==> src/rtl/ape_stream_ctrl_if.sv <==
// Stream and core-side bus of the Ape stream sequencer.
// The master modport is the sequencer; the slave modport is its environment (fetch buffer, consumer, core).
interface ape_stream_ctrl_if #(
    parameter int ISA_W = 34,
    parameter int VC_W  = 16,
    parameter int KEY_W = 64
);
    logic             ct_valid_i;
    logic             ct_ready_o;
    logic [ISA_W-1:0] ct_data_i;
    logic             pt_valid_o;
    logic             pt_ready_i;
    logic [ISA_W-1:0] pt_data_o;
    logic [KEY_W-1:0] core_key_o;
    logic [ISA_W-1:0] core_ct_o;
    logic [VC_W-1:0]  core_vc_o;
    logic [ISA_W-1:0] core_prev_o;
    logic [ISA_W-1:0] core_pt_i;
    logic [VC_W-1:0]  core_vc_i;
    logic [ISA_W-1:0] core_prev_i;

    modport master (
        input  ct_valid_i, ct_data_i, pt_ready_i, core_pt_i, core_vc_i, core_prev_i,
        output ct_ready_o, pt_valid_o, pt_data_o, core_key_o, core_ct_o, core_vc_o, core_prev_o
    );

    modport slave (
        output ct_valid_i, ct_data_i, pt_ready_i, core_pt_i, core_vc_i, core_prev_i,
        input  ct_ready_o, pt_valid_o, pt_data_o, core_key_o, core_ct_o, core_vc_o, core_prev_o
    );
endinterface

==> src/rtl/ape_stream_ctrl.sv <==
// Sequencer feeding one Ape decrypt/auth core across a block of ISA words,
// carrying the Vc/prev chaining state and checking the final Vc against the tag.
module ape_stream_ctrl #(
    parameter int ISA_W    = 34,
    parameter int VC_W     = 16,
    parameter int KEY_W    = 64,
    parameter int MAX_BLK  = 16,
    parameter int LEN_W    = 5,
    parameter int CORE_LAT = 1
) (
    input  logic             clk_i,
    input  logic             rst_ni,
    input  logic             start_i,
    input  logic [LEN_W-1:0] blk_len_i,
    input  logic [KEY_W-1:0] key_i,
    input  logic [VC_W-1:0]  tag_i,
    output logic             busy_o,
    output logic             done_o,
    output logic             auth_fail_o,
    ape_stream_ctrl_if.master bus
);
    localparam int LAT_W = (CORE_LAT > 1) ? $clog2(CORE_LAT) : 1;

    typedef enum logic [2:0] {IDLE, LOAD, CALC, EMIT, CHECK, DONE} state_t;

    state_t           state;
    logic [KEY_W-1:0] key;
    logic [VC_W-1:0]  tag;
    logic [VC_W-1:0]  vc;
    logic [LEN_W-1:0] len;
    logic [LEN_W-1:0] count;
    logic [LAT_W-1:0] lat_cnt;
    logic [ISA_W-1:0] ct;
    logic [ISA_W-1:0] prev;
    logic [ISA_W-1:0] pt;
    logic             auth_fail;
    logic [LEN_W-1:0] len_clamped;

    assign len_clamped = (blk_len_i > LEN_W'(MAX_BLK)) ? LEN_W'(MAX_BLK) : blk_len_i;

    // Stream flags and status are pure decodes of the state register.
    assign busy_o          = (state != IDLE);
    assign done_o          = (state == DONE);
    assign auth_fail_o     = auth_fail;
    assign bus.ct_ready_o  = (state == LOAD);
    assign bus.pt_valid_o  = (state == EMIT);
    assign bus.pt_data_o   = pt;
    assign bus.core_key_o  = key;
    assign bus.core_ct_o   = ct;
    assign bus.core_vc_o   = vc;
    assign bus.core_prev_o = prev;

    always_ff @(posedge clk_i or negedge rst_ni) begin
        if (!rst_ni) begin
            state     <= IDLE;
            key       <= '0;
            tag       <= '0;
            vc        <= '0;
            len       <= '0;
            count     <= '0;
            lat_cnt   <= '0;
            ct        <= '0;
            prev      <= '0;
            pt        <= '0;
            auth_fail <= 1'b0;
        end else begin
            case (state)
                IDLE: begin
                    if (start_i) begin
                        key       <= key_i;
                        tag       <= tag_i;
                        len       <= len_clamped;
                        vc        <= '0;
                        prev      <= '0;
                        count     <= '0;
                        auth_fail <= 1'b0;
                        state     <= (len_clamped == '0) ? CHECK : LOAD;
                    end
                end
                LOAD: begin
                    if (bus.ct_valid_i) begin
                        ct      <= bus.ct_data_i;
                        lat_cnt <= LAT_W'(CORE_LAT - 1);
                        state   <= CALC;
                    end
                end
                CALC: begin
                    // Core inputs have been stable for CORE_LAT cycles once the counter reaches zero.
                    if (lat_cnt == '0) begin
                        pt    <= bus.core_pt_i;
                        vc    <= bus.core_vc_i;
                        prev  <= bus.core_prev_i;
                        count <= count + LEN_W'(1);
                        state <= EMIT;
                    end else begin
                        lat_cnt <= lat_cnt - LAT_W'(1);
                    end
                end
                EMIT: begin
                    if (bus.pt_ready_i) begin
                        state <= (count == len) ? CHECK : LOAD;
                    end
                end
                CHECK: begin
                    auth_fail <= (vc != tag);
                    state     <= DONE;
                end
                DONE: begin
                    state <= IDLE;
                end
                default: begin
                    state <= IDLE;
                end
            endcase
        end
    end
endmodule

==> src/flat_wrapper.sv <==
// flat-port wrapper written by rule: the top's interface ports become plain ports
module ape_stream_ctrl_flat 
#(
    parameter int ISA_W    = 34,
    parameter int VC_W     = 16,
    parameter int KEY_W    = 64,
    parameter int MAX_BLK  = 16,
    parameter int LEN_W    = 5,
    parameter int CORE_LAT = 1
)
  (clk_i, rst_ni, start_i, blk_len_i, key_i, tag_i, busy_o, done_o, auth_fail_o, bus_ct_valid_i, bus_ct_data_i, bus_pt_ready_i, bus_core_pt_i, bus_core_vc_i, bus_core_prev_i, bus_ct_ready_o, bus_pt_valid_o, bus_pt_data_o, bus_core_key_o, bus_core_ct_o, bus_core_vc_o, bus_core_prev_o);
  ape_stream_ctrl_if #(.ISA_W(ISA_W), .VC_W(VC_W), .KEY_W(KEY_W)) bus_i ();
  input  logic clk_i;
  input  logic rst_ni;
  input  logic start_i;
  input  logic [LEN_W-1:0] blk_len_i;
  input  logic [KEY_W-1:0] key_i;
  input  logic [VC_W-1:0] tag_i;
  output logic busy_o;
  output logic done_o;
  output logic auth_fail_o;
  input wire logic [$bits(bus_i.ct_valid_i)-1:0] bus_ct_valid_i;
  input wire logic [$bits(bus_i.ct_data_i)-1:0] bus_ct_data_i;
  input wire logic [$bits(bus_i.pt_ready_i)-1:0] bus_pt_ready_i;
  input wire logic [$bits(bus_i.core_pt_i)-1:0] bus_core_pt_i;
  input wire logic [$bits(bus_i.core_vc_i)-1:0] bus_core_vc_i;
  input wire logic [$bits(bus_i.core_prev_i)-1:0] bus_core_prev_i;
  output wire logic [$bits(bus_i.ct_ready_o)-1:0] bus_ct_ready_o;
  output wire logic [$bits(bus_i.pt_valid_o)-1:0] bus_pt_valid_o;
  output wire logic [$bits(bus_i.pt_data_o)-1:0] bus_pt_data_o;
  output wire logic [$bits(bus_i.core_key_o)-1:0] bus_core_key_o;
  output wire logic [$bits(bus_i.core_ct_o)-1:0] bus_core_ct_o;
  output wire logic [$bits(bus_i.core_vc_o)-1:0] bus_core_vc_o;
  output wire logic [$bits(bus_i.core_prev_o)-1:0] bus_core_prev_o;
  assign bus_i.ct_valid_i = bus_ct_valid_i;
  assign bus_i.ct_data_i = bus_ct_data_i;
  assign bus_i.pt_ready_i = bus_pt_ready_i;
  assign bus_i.core_pt_i = bus_core_pt_i;
  assign bus_i.core_vc_i = bus_core_vc_i;
  assign bus_i.core_prev_i = bus_core_prev_i;
  assign bus_ct_ready_o = bus_i.ct_ready_o;
  assign bus_pt_valid_o = bus_i.pt_valid_o;
  assign bus_pt_data_o = bus_i.pt_data_o;
  assign bus_core_key_o = bus_i.core_key_o;
  assign bus_core_ct_o = bus_i.core_ct_o;
  assign bus_core_vc_o = bus_i.core_vc_o;
  assign bus_core_prev_o = bus_i.core_prev_o;
  ape_stream_ctrl #(.ISA_W(ISA_W), .VC_W(VC_W), .KEY_W(KEY_W), .MAX_BLK(MAX_BLK), .LEN_W(LEN_W), .CORE_LAT(CORE_LAT)) u_core (.clk_i(clk_i), .rst_ni(rst_ni), .start_i(start_i), .blk_len_i(blk_len_i), .key_i(key_i), .tag_i(tag_i), .busy_o(busy_o), .done_o(done_o), .auth_fail_o(auth_fail_o), .bus(bus_i));
endmodule
==> config.mk <==
export PLATFORM = sky130hd
export DESIGN_NAME = ape_stream_ctrl_flat
export DESIGN_NICKNAME = d
export VERILOG_FILES = /design/src/rtl/ape_stream_ctrl_if.sv /design/src/rtl/ape_stream_ctrl.sv /design/src/flat_wrapper.sv
export SDC_FILE = /design/constraint.sdc
export NUM_CORES = 1
export LEC_CHECK = 0
export ABC_AREA = 1
export BUFFER_PORTS_ARGS = -buffer_cell sky130_fd_sc_hd__buf_2
export CORE_AREA = 4 4 151 153
export DETAILED_ROUTE_END_ITERATION = 12
export DIE_AREA = 0 0 155 157
export MAX_ROUTING_LAYER = met4
export PLACE_DENSITY = 0.71
export SETUP_SLACK_MARGIN = 0.3
export SKIP_CTS_REPAIR_TIMING = 1
export SLEW_MARGIN = 20
export SYNTH_ARGS = -nofsm -noshare
export SYNTH_HDL_FRONTEND = slang
export SYNTH_SLANG_ARGS = --single-unit
==> constraint.sdc <==
create_clock -name clk_i -period 1.6 [get_ports clk_i]
set_input_delay 0.16 -clock clk_i [delete_from_list [all_inputs] [get_ports clk_i]]
set_output_delay 0.16 -clock clk_i [all_outputs]
set_load 0.005 [all_outputs]
==> metrics.txt, run 1 <==
Initial DRT Pass Iterations 5; # DRC 0; Critical Path Sink Type flop; antenna-violating nets left 0; DR WL met3 2978 um; routed vias/inst 5.033; Final nets 1809; Root Driver clkbuf_16; setup violators final 0; Tmin final 1.584 ns; Hold Slack 0.03593 ns; GRT overflow 0; R2R depth 9; initial core utilization 0.4012; Mapped Cells 930; CP required 2.03 ns; clock share of power 0.199; Area growth, synth to finish 79.94%; first-pass GRT wire length 39260 um; Critical Path Fanout Max 7; Sw Ratio 0.3727; Achievable Freq 631.3 MHz; number of synthesized flops with an enable pin 0; most used cell, CP buf_12; RD Place Congestion 0.8302; P_sw 10550 uW; Pins Over Slew Limit 0; worst r2r src u_core.state[1]$_DFFE_PN0P_; critical path type flop to flop; metal1 wirelength 14180 um; PwrDens 1819 nW/um^2; CTS Buf Count 23; clock sinks 212; Final Hold Fails 0; Post-Route WL 37610 um; vias 9538; Int Pwr 17750 uW; worst hold path cell count 4; core area 21550 um^2; slowest CP cell dfrtp_2; reg2reg end u_core.tag[3]$_DFFE_PN0P_; Distinct cells, synth 29; synth warn 0; Leak Pwr 0.008516 uW; dpl hpwl 18710 um; die width 155 um; layout cell share with drive strength beyond 1 0.4133; later-pin clock latency in the skew report 0.52 ns; post-synthesis sequential area ratio 0.6135; # H-tree levels 1; port bufs 394; dpl cell area 11110 um^2; # rows 54; IO Pins 395; register bit total from synthesis 212; Worst Hold Path EP u_core.state[0]$_DFFE_PN0P_; period utilization 0.9901; sequential power share 0.336; Syn Std Cell Area 8647 um^2; Worst Tran Pin Value 0.3806 ns; final-layout fill cell count 1395; Critical Path AT 2.01 ns; vias in the first global route 7497; Max IR drop VDD 0.9770 mV; Synth Area per Inst 9.298 um^2; predominant post-synthesis flop cell dfrtp_1; fin area 15560 um^2; worst path cell trace nor2_4 -> nand2_4 -> nor2_4 -> buf_12 -> buf_12 -> buf_12 -> clkbuf_16 -> nand2_2 -> o21ai_1; CTS clk-pin slew, worst paths 0.06 ns; DRT iter0 DRCs 595; unrepaired setup endpoints after global routing yes; met2 routed wirelength 18970 um; die extent in y 157 um; initial antenna violation count 0; TritonCTS clock tree yes; reg2reg setup slack 0.02 ns; wire length per cell 19.84 um; CP Launch Type flop; async set-reset flop share out of synthesis 1.000; HP Start bus_ct_valid_i; pin count of the biggest net entering global routing 62; Comb pwr share 0.465; Layout Skew 0.01339 ns; Clock Path Buffers 3; worst min-delay path category input port to flop; CP peak stage delay 0.45 ns; status completed; Top Layer Used met4; Max Cap Viol 0; syn nets 1139; max_slew headroom 0.7463; All-Layer GR Usage 0.2055; die area 24340 um^2
[Yosys cell counts (2+ instances only)]
cell | count | area, um^2
a21oi_1 | 3 | 15.01
buf_1 | 7 | 26.28
buf_2 | 10 | 50.05
buf_4 | 4 | 30.03
buf_6 | 7 | 78.83
clkbuf_1 | 14 | 52.55
dfrtp_1 | 212 | 5305
inv_1 | 46 | 172.7
inv_2 | 3 | 11.26
mux2_2 | 4 | 45.04
mux2_4 | 30 | 450.4
nand2_1 | 474 | 1779
nand2_2 | 2 | 12.51
nand3_1 | 44 | 220.2
nand4_1 | 2 | 12.51
nor2_1 | 17 | 63.81
nor2_4 | 2 | 22.52
o21ai_0 | 26 | 130.1
o21ai_1 | 6 | 30.03
o22ai_1 | 4 | 25.02
xnor2_1 | 2 | 17.52
xor2_1 | 4 | 35.03
[power groups by stage]
stage	logic, uW	registers (uW)	clock network, uW
global route	14200	9720	5950
global placement	8810	9240	0
finish	13200	9500	5630
detailed placement	9070	9270	0
CTS	9090	9270	5680
floorplan	4830	9360	0
[cell families (layout without fill, tap and decap cells)]
kind of cell / count (synthesis) / in the layout / share of synthesized area
AO/OA/AOI/OAI: 41 / 41 / 0.02503
XOR/XNOR: 6 / 6 / 0.006077
buffers and inverters: 91 / 773 / 0.04876
multiplexers: 34 / 34 / 0.05730
flip-flops: 212 / 212 / 0.6135
AND/OR/NAND/NOR: 545 / 547 / 0.2479
other: 0 / 1 / 0
adder cells (fa/ha/maj): 1 / 1 / 0.001447
[state kept, by name (all words and copies together), names as in the netlist]
register and flops:
u_core.bus.core_prev_o 34, u_core.auth_fail_o 1, u_core.len 5, u_core.bus.core_vc_o 16, u_core.bus.pt_data_o 34, u_core.state 3
u_core.count 5, u_core.bus.core_ct_o 34, u_core.tag 16, u_core.bus.core_key_o 64
[how the worst max path moves through the flow]
stage                                start                                     to  cells after the start  slack, ns
3_3_place_gp   u_core.state[0]$_DFFE_PN0P_   u_core.bus.core_ct_o[24]$_DFFE_PN0P_                      7       0.11
3_5_place_dp   u_core.state[1]$_DFFE_PN0P_    u_core.bus.core_vc_o[3]$_DFFE_PN0P_                      6     -0.004
2_1_floorplan  u_core.state[1]$_DFFE_PN0P_  u_core.bus.core_key_o[25]$_DFFE_PN0P_                      8       0.20
5_1_grt        u_core.state[1]$_DFFE_PN0P_  u_core.bus.core_key_o[13]$_DFFE_PN0P_                      9      -0.05
4_1_cts        u_core.state[1]$_DFFE_PN0P_    u_core.bus.core_vc_o[3]$_DFFE_PN0P_                      6      -0.02
6_report       u_core.state[1]$_DFFE_PN0P_              u_core.tag[3]$_DFFE_PN0P_                      9       0.02
[cell type report]
| class | count | area (um^2) | area share |
|---|---|---|---|
| Clock inverter | 9 | 148.9 | 0.009569 |
| Timing Repair Buffer | 682 | 5456 | 0.3507 |
| Inverter | 49 | 239.0 | 0.01536 |
| Multi-Input combinational cell | 629 | 3376 | 0.2170 |
| Tap cell | 280 | 350.3 | 0.02252 |
| Sequential cell | 212 | 5306 | 0.3410 |
| Timing Repair inverter | 3 | 38.79 | 0.002493 |
| Antenna cell | 1 | 2.502 | 0.0001608 |
| Clock buffer | 30 | 641.9 | 0.04125 |
[placed cells by master, fill, tap and decap left out, types with 18 or more instances in the layout]
cell type	instances
dfrtp_1	211
buf_4	18
nand3_1	28
nand2_1	410
buf_2	391
mux2_4	31
buf_12	19
clkbuf_16	44
inv_1	42
nand2_2	51
dlygate4sd3_1	205
[stage by stage]
step | std cells | total power [uW] | setup TNS [ns] | utilization | setup slack (ns)
global placement | 1588 | 18040 | 0 | 0.5155 | 0.1092
global route | 1894 | 29830 | -0.5166 | 0.7218 | -0.04708
floorplan | 930 | 14190 | 0 | - | 0.2018
CTS | 1627 | 24050 | -0.04093 | 0.5522 | -0.02071
finish | 1895 | 28300 | 0 | 0.7219 | 0.01586
detailed placement | 1588 | 18350 | -0.003976 | 0.5155 | -0.003976
[layer usage]
layer,vias up,GRT usage
li1,4232,-
met1,4593,0.2599
met2,585,0.3400
met3,128,0.04372
met4,0,0.05214
met5,-,-
[critical path: cells and delay by family, from the launching register on]
| kind | cells | cell delay, ns |
|---|---|---|
| DFF | 1 | 0.45 |
| buffers and inverters | 4 | 0.53 |
| and+or+nand+nor | 4 | 0.43 |
| AOI/OAI and AO/OA | 1 | 0.07 |
Power figures use the tool's default switching activity.
==> run 2: changes to the inputs <==
Settings changed: MAX_ROUTING_LAYER met4 to not set, TNS_END_PERCENT set to 100.
==> run 2 against run 1 <==
Effect of this change: the run now ends with setup timing left; final cell count fell by 0.21%; largest power group unchanged; core utilization is 0.13 points lower; sequential power shrank 0.4%; flip-flop and latch count unchanged; highest routed layer unchanged; clock-buffer cell count did not move.
==> metrics.txt, run 2 (same netlist as run 1, synthesis figures left out) <==
status finished, violations left; failing checks setup timing; critical path type flop to flop; Initial DRT Pass Iterations 6; CP Launch Type flop; pin count of the biggest net entering global routing 62; Post-Route WL 36600 um; CP required 2.04 ns; worst r2r src u_core.state[1]$_DFFE_PN0P_; Max IR drop VDD 1.083 mV; unrepaired setup endpoints after global routing yes; dpl hpwl 18710 um; All-Layer GR Usage 0.1992; setup violators final 5; WP buf/inv 4; Max Cap Viol 0; Multi-input gate area 3395 um^2; IO Pins 395; Layout Skew 0.01707 ns; port bufs 394; # DRC 0; CTS clk-pin slew, worst paths 0.06 ns; Root Driver clkbuf_16; fin util 0.7207; Achievable Freq 604.7 MHz; Pins Over Slew Limit 0; worst min-delay path category input port to flop; GRT overflow 0; max_slew headroom 0.7466; reg2reg setup slack -0.05 ns; HP Start bus_ct_valid_i; register area 5306 um^2; antenna-violating nets left 0; first-pass GRT wire length 39290 um; layout cell share with drive strength beyond 1 0.4098; Leak Pwr 0.008551 uW; final-layout fill cell count 1379; reg2reg end u_core.bus.core_key_o[24]$_DFFE_PN0P_; routed vias/inst 4.961; vias 9381; most frequent cells in the layout 404 x nand2_1, 391 x buf_2, 211 x dfrtp_1, 204 x dlygate4sd3_1, 48 x nand2_2; wire length per cell 19.35 um; Worst Hold Path EP u_core.state[0]$_DFFE_PN0P_; Final nets 1803; clock sinks 212; Stages on worst setup path 9; die area 24340 um^2; slowest CP cell dfrtp_2; max reg flops 64; die extent in y 157 um; Critical Path AT 2.09 ns; later-pin clock latency in the skew report 0.52 ns; Setup WS pre-CTS -0.003976 ns; DRT iter0 DRCs 593; PwrDens 1808 nW/um^2; Area growth, synth to finish 79.63%; Clock Path Buffers 3; Worst Tran Pin Value 0.3801 ns; die width 155 um; vias in the first global route 7491; Total Power 28080 uW; Critical Path Sink Type flop; R2R depth 9; Tmin final 1.654 ns; setup ws final -0.05383 ns; # H-tree levels 1; initial core utilization 0.4012; worst path cell trace nor2_4 -> nand2_4 -> nor2_4 -> buf_12 -> buf_16 -> buf_6 -> buf_8 -> nand2_1 -> nand2_1; Worst setup startpoint u_core.state[1]$_DFFE_PN0P_; setup_tns -0.06619 ns; period utilization 1.034; RD Place Congestion 0.8180; commonest non-fill, non-tap cell in the layout nand2_1; initial antenna violation count 2; CP peak stage delay 0.46 ns; CTS Buf Count 23; # rows 54; TritonCTS clock tree yes; worst hold path cell count 4; Critical Path Fanout Max 8; CP delay by family, top buffers and inverters; core area 21550 um^2; Final Hold Fails 0
run 2: worst max-delay path by stage:
stage	to	slack [ns]
6_report	u_core.bus.core_key_o[24]$_DFFE_PN0P_	-0.05
5_1_grt	u_core.bus.core_key_o[24]$_DFFE_PN0P_	-0.1
4_1_cts	u_core.bus.core_vc_o[3]$_DFFE_PN0P_	-0.02
3_5_place_dp	u_core.bus.core_vc_o[3]$_DFFE_PN0P_	-0.004
3_3_place_gp	u_core.bus.core_ct_o[24]$_DFFE_PN0P_	0.11
2_1_floorplan	u_core.bus.core_key_o[25]$_DFFE_PN0P_	0.20
run 2: metal layers:
metal	wire length (um)	GRT usage	vias to the layer above
met2	18380	0.3398	578
met5	0	0	-
met4	1555	0.05214	0
met1	13410	0.2515	4460
met3	3249	0.05609	121
li1	-	-	4222
run 2: report_power, final:
group	switching [uW]	leakage [uW]	internal [uW]	total, uW
combinational	6590	0.00551	6410	13000
clock	2160	0.000392	3450	5610
sequential	1620	0.00264	7840	9460
run 2: per-stage QoR:
stage                     cells  hold WS, ns  area (um^2)
after floorplan             930      -0.1356         8707
after global placement     1588       0.1186        11110
after detailed placement   1588       0.1159        11110
after CTS                  1627      -0.4180        11900
after global routing       1890      0.03657        15530
final                      1891      0.03766        15530
run 2: final cells by class:
cell class                      count  area share
Timing Repair Buffer              678      0.3498
Sequential cell                   212      0.3416
Multi-Input combinational cell    629      0.2185
Clock buffer                       30     0.04132
Tap cell                          280     0.02256
Inverter                           49     0.01506
Clock inverter                      9    0.009586
Timing Repair inverter              1    0.001047
Antenna cell                        3   0.0004833
run 2: tightest hold or removal path, stage by stage:
cell     delay, ns
buf_2         0.12
nor2_1        0.10
nor2_1        0.07
nand2_1       0.06
